[config.mk]
export PLATFORM = sky130hd
export DESIGN_NAME = fir_interp_flat
export DESIGN_NICKNAME = d
export VERILOG_FILES = /design/src/rtl/fir_interp_if.sv /design/src/rtl/fir_interp.sv /design/src/flat_wrapper.sv
export SDC_FILE = /design/constraint.sdc
export NUM_CORES = 1
export LEC_CHECK = 0
export ABC_AREA = 1
export BUFFER_PORTS_ARGS = -buffer_cell sky130_fd_sc_hd__buf_2
export CAP_MARGIN = 20
export CORE_MARGIN = 1
export CORE_UTILIZATION = 34
export CTS_CLUSTER_SIZE = 14
export DETAILED_ROUTE_END_ITERATION = 10
export GPL_ROUTABILITY_DRIVEN = 0
export MAX_ROUTING_LAYER = met4
export PLACE_DENSITY = 0.79
export SYNTH_ARGS = -nofsm -noshare
export SYNTH_HDL_FRONTEND = slang
export SYNTH_SLANG_ARGS = --single-unit
[constraint.sdc]
create_clock -name clk -period 1.6 [get_ports clk]
set_input_delay 0.24 -clock clk [delete_from_list [all_inputs] [get_ports clk]]
set_output_delay 0.24 -clock clk [all_outputs]
set_load 0.1 [all_outputs]
[src/rtl/fir_interp_if.sv]
// Streaming bus between the interpolator and its two show-ahead FIFOs.
// The input side carries the FIFO pop handshake; the output side the push handshake.
interface fir_interp_if #(
  parameter int unsigned DATA_WIDTH = 32
);
  logic                  x_in_rd_en;
  logic                  x_in_empty;
  logic [DATA_WIDTH-1:0] x_in;
  logic [DATA_WIDTH-1:0] y_out;
  logic                  y_out_wr_en;
  logic                  y_out_full;

  // Filter side: pops the input FIFO, pushes the output FIFO.
  modport master (
    output x_in_rd_en,
    input  x_in_empty,
    input  x_in,
    output y_out,
    output y_out_wr_en,
    input  y_out_full
  );

  // FIFO / environment side.
  modport slave (
    input  x_in_rd_en,
    output x_in_empty,
    output x_in,
    input  y_out,
    input  y_out_wr_en,
    output y_out_full
  );
endinterface

[src/rtl/fir_interp.sv]
// Polyphase interpolating FIR: each popped input sample yields INTERP outputs, phase 0 first.
// One multiply-accumulate per cycle over the PH_TAPS history entries of the current phase.
module fir_interp #(
  parameter int unsigned INTERP     = 8,
  parameter int unsigned TAPS       = 32,
  parameter int unsigned DATA_WIDTH = 32,
  parameter int unsigned FRAC_BITS  = 10,
  parameter logic [0:TAPS-1][DATA_WIDTH-1:0] coeff = '0
) (
  input logic          clk,
  input logic          rst,
  fir_interp_if.master bus_io
);

  localparam int unsigned PH_TAPS = TAPS / INTERP;
  localparam int unsigned PhW     = (INTERP > 1) ? $clog2(INTERP) : 1;
  localparam int unsigned TapW    = (PH_TAPS > 1) ? $clog2(PH_TAPS) : 1;
  localparam int unsigned CIdxW   = (TAPS > 1) ? $clog2(TAPS) : 1;

  if (TAPS % INTERP != 0) begin : g_cfg_check
    $error("fir_interp: TAPS must be a multiple of INTERP");
  end

  typedef enum logic [1:0] {StIdle, StMac, StWrite} state_e;

  state_e                        state_q;
  logic [PhW-1:0]                phase_q;
  logic [TapW-1:0]               tap_q;
  logic [DATA_WIDTH-1:0]         acc_q;
  logic [DATA_WIDTH-1:0]         y_out_q;
  logic                          wr_en_q;
  logic signed [DATA_WIDTH-1:0]  hist_q [PH_TAPS];

  logic [CIdxW-1:0]              coeff_idx;
  logic signed [2*DATA_WIDTH-1:0] prod;
  logic [DATA_WIDTH-1:0]         mac_term;
  logic [DATA_WIDTH-1:0]         mac_sum;

  // Current MAC term: coeff[phase + tap*INTERP] * hist[tap], dequantized with a flooring shift.
  always_comb begin
    coeff_idx = CIdxW'(phase_q) + CIdxW'(tap_q) * CIdxW'(INTERP);
    prod      = $signed(coeff[coeff_idx]) * hist_q[tap_q];
    mac_term  = DATA_WIDTH'(prod >>> FRAC_BITS);
    mac_sum   = acc_q + mac_term;
  end

  // Pop is combinational so the FIFO head is consumed in the same cycle it is latched.
  assign bus_io.x_in_rd_en  = (state_q == StIdle) && !bus_io.x_in_empty;
  assign bus_io.y_out       = y_out_q;
  assign bus_io.y_out_wr_en = wr_en_q;

  // Control FSM, history shift register, accumulator and registered output port.
  always_ff @(posedge clk) begin
    if (rst) begin
      state_q <= StIdle;
      phase_q <= '0;
      tap_q   <= '0;
      acc_q   <= '0;
      y_out_q <= '0;
      wr_en_q <= 1'b0;
      for (int unsigned k = 0; k < PH_TAPS; k++) begin
        hist_q[k] <= '0;
      end
    end else begin
      wr_en_q <= 1'b0;
      case (state_q)
        StIdle: begin
          if (!bus_io.x_in_empty) begin
            for (int unsigned k = 1; k < PH_TAPS; k++) begin
              hist_q[k] <= hist_q[k-1];
            end
            hist_q[0] <= $signed(bus_io.x_in);
            phase_q   <= '0;
            tap_q     <= '0;
            acc_q     <= '0;
            state_q   <= StMac;
          end
        end
        StMac: begin
          acc_q <= mac_sum;
          if (tap_q == TapW'(PH_TAPS - 1)) begin
            tap_q   <= '0;
            state_q <= StWrite;
          end else begin
            tap_q <= tap_q + 1'b1;
          end
        end
        StWrite: begin
          // While full, everything holds so the pending sample is written exactly once.
          if (!bus_io.y_out_full) begin
            y_out_q <= acc_q;
            wr_en_q <= 1'b1;
            acc_q   <= '0;
            if (phase_q == PhW'(INTERP - 1)) begin
              state_q <= StIdle;
            end else begin
              phase_q <= phase_q + 1'b1;
              state_q <= StMac;
            end
          end
        end
        default: state_q <= StIdle;
      endcase
    end
  end

endmodule

[src/flat_wrapper.sv]
// flat-port wrapper written by rule: the top's interface ports become plain ports
module fir_interp_flat 
#(
  parameter int unsigned INTERP     = 8,
  parameter int unsigned TAPS       = 32,
  parameter int unsigned DATA_WIDTH = 32,
  parameter int unsigned FRAC_BITS  = 10,
  parameter logic [0:TAPS-1][DATA_WIDTH-1:0] coeff = '0
)
  (clk, rst, bus_io_x_in_rd_en, bus_io_x_in_empty, bus_io_x_in, bus_io_y_out, bus_io_y_out_wr_en, bus_io_y_out_full);
  fir_interp_if #(.DATA_WIDTH(DATA_WIDTH)) bus_io_i ();
  input logic clk;
  input logic rst;
  output wire logic [$bits(bus_io_i.x_in_rd_en)-1:0] bus_io_x_in_rd_en;
  input wire logic [$bits(bus_io_i.x_in_empty)-1:0] bus_io_x_in_empty;
  input wire logic [$bits(bus_io_i.x_in)-1:0] bus_io_x_in;
  output wire logic [$bits(bus_io_i.y_out)-1:0] bus_io_y_out;
  output wire logic [$bits(bus_io_i.y_out_wr_en)-1:0] bus_io_y_out_wr_en;
  input wire logic [$bits(bus_io_i.y_out_full)-1:0] bus_io_y_out_full;
  assign bus_io_x_in_rd_en = bus_io_i.x_in_rd_en;
  assign bus_io_i.x_in_empty = bus_io_x_in_empty;
  assign bus_io_i.x_in = bus_io_x_in;
  assign bus_io_y_out = bus_io_i.y_out;
  assign bus_io_y_out_wr_en = bus_io_i.y_out_wr_en;
  assign bus_io_i.y_out_full = bus_io_y_out_full;
  fir_interp #(.INTERP(INTERP), .TAPS(TAPS), .DATA_WIDTH(DATA_WIDTH), .FRAC_BITS(FRAC_BITS), .coeff(coeff)) u_core (.clk(clk), .rst(rst), .bus_io(bus_io_i));
endmodule
# Word level (Yosys, flattened, before mapping)
# Memory sizes are Yosys's and may differ from the RTL's. A register that Yosys moved wholly into a read port is not among the register bits.
# Index checks and enable logic that the tools add are counted.
[op_classes]
n_bitwise = 7
n_reduce_logical = 12
n_mux = 30
multipliers = 1
add_sub_neg = 4
order_cmp = 1
n_eq_ne = 8
[op_table]
columns = ["op", "count"]
rows = [
  ["$mux W32", 8],
  ["$pmux W32 S3", 1],
  ["$mul A32 B32 Y42", 1],
  ["$add A32 B32 Y32", 1],
  ["$mux W2", 7],
  ["$mux W3", 3],
  ["$mux W1", 8],
  ["$ge A6 B6 Y1 const B", 1],
  ["$ne A2 B2 Y1 const B", 3],
  ["$not A5 Y6", 1],
  ["$pmux W2 S3", 1],
  ["$pmux W3 S2", 1],
  ["$reduce_and A3 Y1", 2],
  ["$add A3 B5 Y5", 1],
  ["$eq A2 B2 Y1 const B", 2],
  ["$or A1 B1 Y1", 4],
  ["$pmux W2 S2", 1],
  ["$reduce_and A2 Y1", 2],
  ["$reduce_and A4 Y1", 1],
  ["$reduce_bool A2 Y1", 2],
  ["$add A3 B1 Y3 const B", 1],
  ["$eq A3 B3 Y1 const B", 1],
  ["$reduce_bool A3 Y1", 1],
  ["$add A2 B1 Y2 const B", 1],
  ["other kinds (7)", 8],
]
[totals]
out_inout_bits = 34
mem_bits_ro = 1024
mem_count = 2
word_cells = 71
ramBits = 128
in_bits = 36
regBits = 72
[memory_table]
columns = ["name", "depth", "width", "read_ports", "rd_ports_with_merged_regs", "wr", "line", "source"]
rows = [
  ["(name not given)", 32, 32, 1, 0, 0, "fir_interp.sv:42", "prod = $signed(coeff[coeff_idx]) * hist_q[tap_q];"],
  ["u_core.hist_q", 4, 32, 4, 1, 4, "fir_interp.sv:32", "logic signed [DATA_WIDTH-1:0] hist_q [PH_TAPS];"],
]

# Depth between registers and ports, before layout
[logic_depth]
depth_word = 8
ltp_mapped = 7
ltp_nobuf = 7

# Worst setup path before layout
# Ideal clock, no wire load.
[synth_path]
path_kind = "register -> output"
from = "register u_core.state_q[1]"
to = "output port bus_io_x_in_rd_en"
slack_ns = -1.156
path_stages_with_launch = 3
t_arrival_ns = 2.516
t_required_ns = 1.360
path_cell_list = "dfxtp_1 -> buf_2 -> nor3_1"
[synth_via]
elab_chain_cells = 2
[synth_lines]
columns = ["item", "line", "source"]
rows = [
  ["start: declaration", "fir_interp.sv:26", "state_e state_q;"],
  ["start signal: assignment", "fir_interp.sv:55", "state_q <= StIdle;"],
  ["start signal: assignment", "fir_interp.sv:76", "state_q <= StMac;"],
  ["start signal: assignment", "fir_interp.sv:83", "state_q <= StWrite;"],
  ["$logic_not A2 Y1", "fir_interp.sv:48", "assign bus_io.x_in_rd_en = (state_q == StIdle) && !bus_io.x_in_empty;"],
  ["$logic_and A1 B1 Y1", "fir_interp.sv:48", ""],
  ["end: declaration", "flat_wrapper.sv:14", "output wire logic [$bits(bus_io_i.x_in_rd_en)-1:0] bus_io_x_in_rd_en;"],
]
# Every way passes these cells.

# Final worst setup path
# Ends and elaborated chain as after synthesis.

==> flow_summary.yaml <==
status:
  outcome: "completed"
grt:
  top_usage_layer: "met2"
  overflow: 0
  grt_usage: 0.100
  grt_antenna_before_repair: 0
  grt_pass1_wl_mm: 1.35
  grt_max_degree: 10
  grtUsageMet1: 0.110
  use_met2: 0.131
  first_global_vias: 364
  gr-usage-met3: 0.0357
cts:
  clk_path_buf_depth: 2
  postCtsSetupRepairBufs: 0
  cts_tree: "done"
  clock_latency_ns: 0.25
  clkSinkCount: 8
  root_buffer: "clkbuf_4"
  postCtsResizedCells: 0
  path_clk_slew_ns: 0.05
  hold_buffers: 0
  cts_htree_levels: 1
  cts_buffers: 3
timing:
  post-route-min-period_ns: 1.46
  final_max_slew_viol_count: 0
  finalSetupViolations: 0
  setup_tns_ns: 0
  skew_ns: 0.000665
  rsz0062_at_grt: "false"
  hold_violations: 0
  fin_crit_sh: 0.913
  max_freq_mhz: 684
routing:
  route.vias.total: 434
  firstDrtPassIters: 4
  ant_nets: 0
  drt_iter0_drc: 2
  wl_um: 808
  viasPerCell: 3.65
  routedWlPerCell_um: 6.79
  route.detailed.drc: 0
flow_run:
  maxCapViolations: 0
layout:
  fin_nets: 135
  drive_above_1_share: 0.138
  fin_area_um2: 612
  instances_no_fill: 119
  antenna_cells: 0
  syn2layout_area_growth_pct: -5.60
power:
  leakage_nw: 0.336
  power_density_mw_per_mm2: 1300
  ir_drop_mv: 0.355
die:
  rows: 15
  initial_core_util: 0.367
  core-area_mm2: 0.00176
  die_h_um: 45.7
  io_pins: 70
  die-width_um: 45.7
  fp.dieArea_mm2: 0.00208
yosys:
  ys.warnings.count: 0
  ys_seq_area_frac: 0.247
  ys_ff_latch: 8
  synth.distinct_cells: 17
  synthCells: 88
  synthesis.area_um2: 648
  synth_area_per_cell_um2: 7.37
worst_setup_path:
  crit_path_max_fanout: 9
  cp-start-kind: "flop"
  required_ns: 1.36
  crit_type: "reg -> out"
  arrival_ns: 1.22
  end_kind: "output port"
place:
  dpl_cell_area_um2: 587
  io_buffers: 5
  dp_cells: 116
  place_hpwl_um: 671
hold_path:
  hold_class: "in -> reg"
per-stage QoR:
step	util	hold slack (ns)	power (mW)	worst slack [ns]
finish	0.347	0.182	0.794	0.139
global route	0.347	0.173	0.836	0.0680
CTS	0.345	0.174	0.804	0.0272
detailed placement	0.333	0.441	0.648	0.299
global placement	0.333	0.442	0.644	0.324
floorplan	-	0.309	0.688	0.105
power by group:
part / total (mW) / switching, mW / leakage (nW) / internal (mW)
Sequential: 0.230 / 0.0153 / 0.0656 / 0.214
Combinational: 0.416 / 0.384 / 0.257 / 0.0318
Clock: 0.148 / 0.0630 / 0.0138 / 0.0854
routing by layer:
| metal | vias up | share of wire |
|---|---|---|
| met3 | 2 | 0.077 |
| met1 | 183 | 0.44 |
| li1 | 227 | - |
| met5 | - | 0 |
| met4 | 0 | 0.015 |
| met2 | 22 | 0.47 |
cell type report:
cell class,count,area (um2)
tap,25,31.3
clock buffer,3,22.5
sequential,8,160
fill,201,1150
inverter,9,33.8
timing repair buffer,5,27.5
multi-input combinational,69,337
flip-flops by register name, indices dropped and copies added, names as in the netlist:
signal	cells
u_core.tap_q	2
u_core.bus_io.y_out_wr_en	1
u_core.state_q	2
u_core.phase_q	3
worst max-delay path, stage by stage (launching register included):
cell and delay, ns:
dfxtp_1 0.41, nor3_4 0.21, clkbuf_4 0.35
path summary, 6_finish.rpt:
path                                  startpoint                              endpoint  slack [ns]  cells after the start
setup / recovery  u_core.state_q[1]$_SDFFE_PP0P_                     bus_io_x_in_rd_en        0.14                      2
hold / removal                 bus_io_y_out_full  u_core.bus_io.y_out_wr_en$_SDFF_PP0_        0.18                      2
setup reg to reg  u_core.phase_q[0]$_SDFFE_PP0P_        u_core.phase_q[1]$_SDFFE_PP0P_        0.30                      7
hold reg to reg     u_core.tap_q[0]$_SDFFE_PP0P_          u_core.tap_q[0]$_SDFFE_PP0P_        0.46                      1
cells in the mapped netlist, drive strengths merged:
| cell | count | share of area |
|---|---|---|
| buf | 33 | 0.38 |
| inv | 9 | 0.052 |
| nand2 | 9 | 0.052 |
| dfxtp | 8 | 0.25 |
| nor2 | 7 | 0.041 |
| a21oi | 6 | 0.052 |
| nand3 | 6 | 0.062 |
| ha | 3 | 0.058 |
| nand4 | 2 | 0.019 |
| nor3 | 2 | 0.015 |
| conb | 1 | 0.0058 |
| nand2b | 1 | 0.0097 |
| o21ai | 1 | 0.0077 |
cell usage in the layout (no fill, tap or decap):
cell type  synthesis  layout
a21oi_1            5       5
a21oi_2            1       1
buf_2              1       4
clkbuf_4           0       4
conb_1             1      32
dfxtp_1            8       8
ha_1               3       3
inv_1              8       8
inv_2              1       1
nand2_1            9       9
nand2b_1           1       1
nand3_1            4       4
nand3_2            2       2
nand4_1            2       2
nor2_1             7       7
nor3_1             2       1
nor3_4             0       1
o21ai_1            1       1
logic make-up (layout without fill, tap and decap cells):
group | Yosys count | after routing | share of synthesized area
other | 1 | 32 | 0.00579
buffers and inverters | 42 | 17 | 0.430
adder cells (fa/ha/maj) | 3 | 3 | 0.0579
AND/OR/NAND/NOR | 27 | 27 | 0.199
flip-flops | 8 | 8 | 0.247
AO/OA/AOI/OAI | 7 | 7 | 0.0598
No activity file was read; power rests on OpenSTA's default activity.
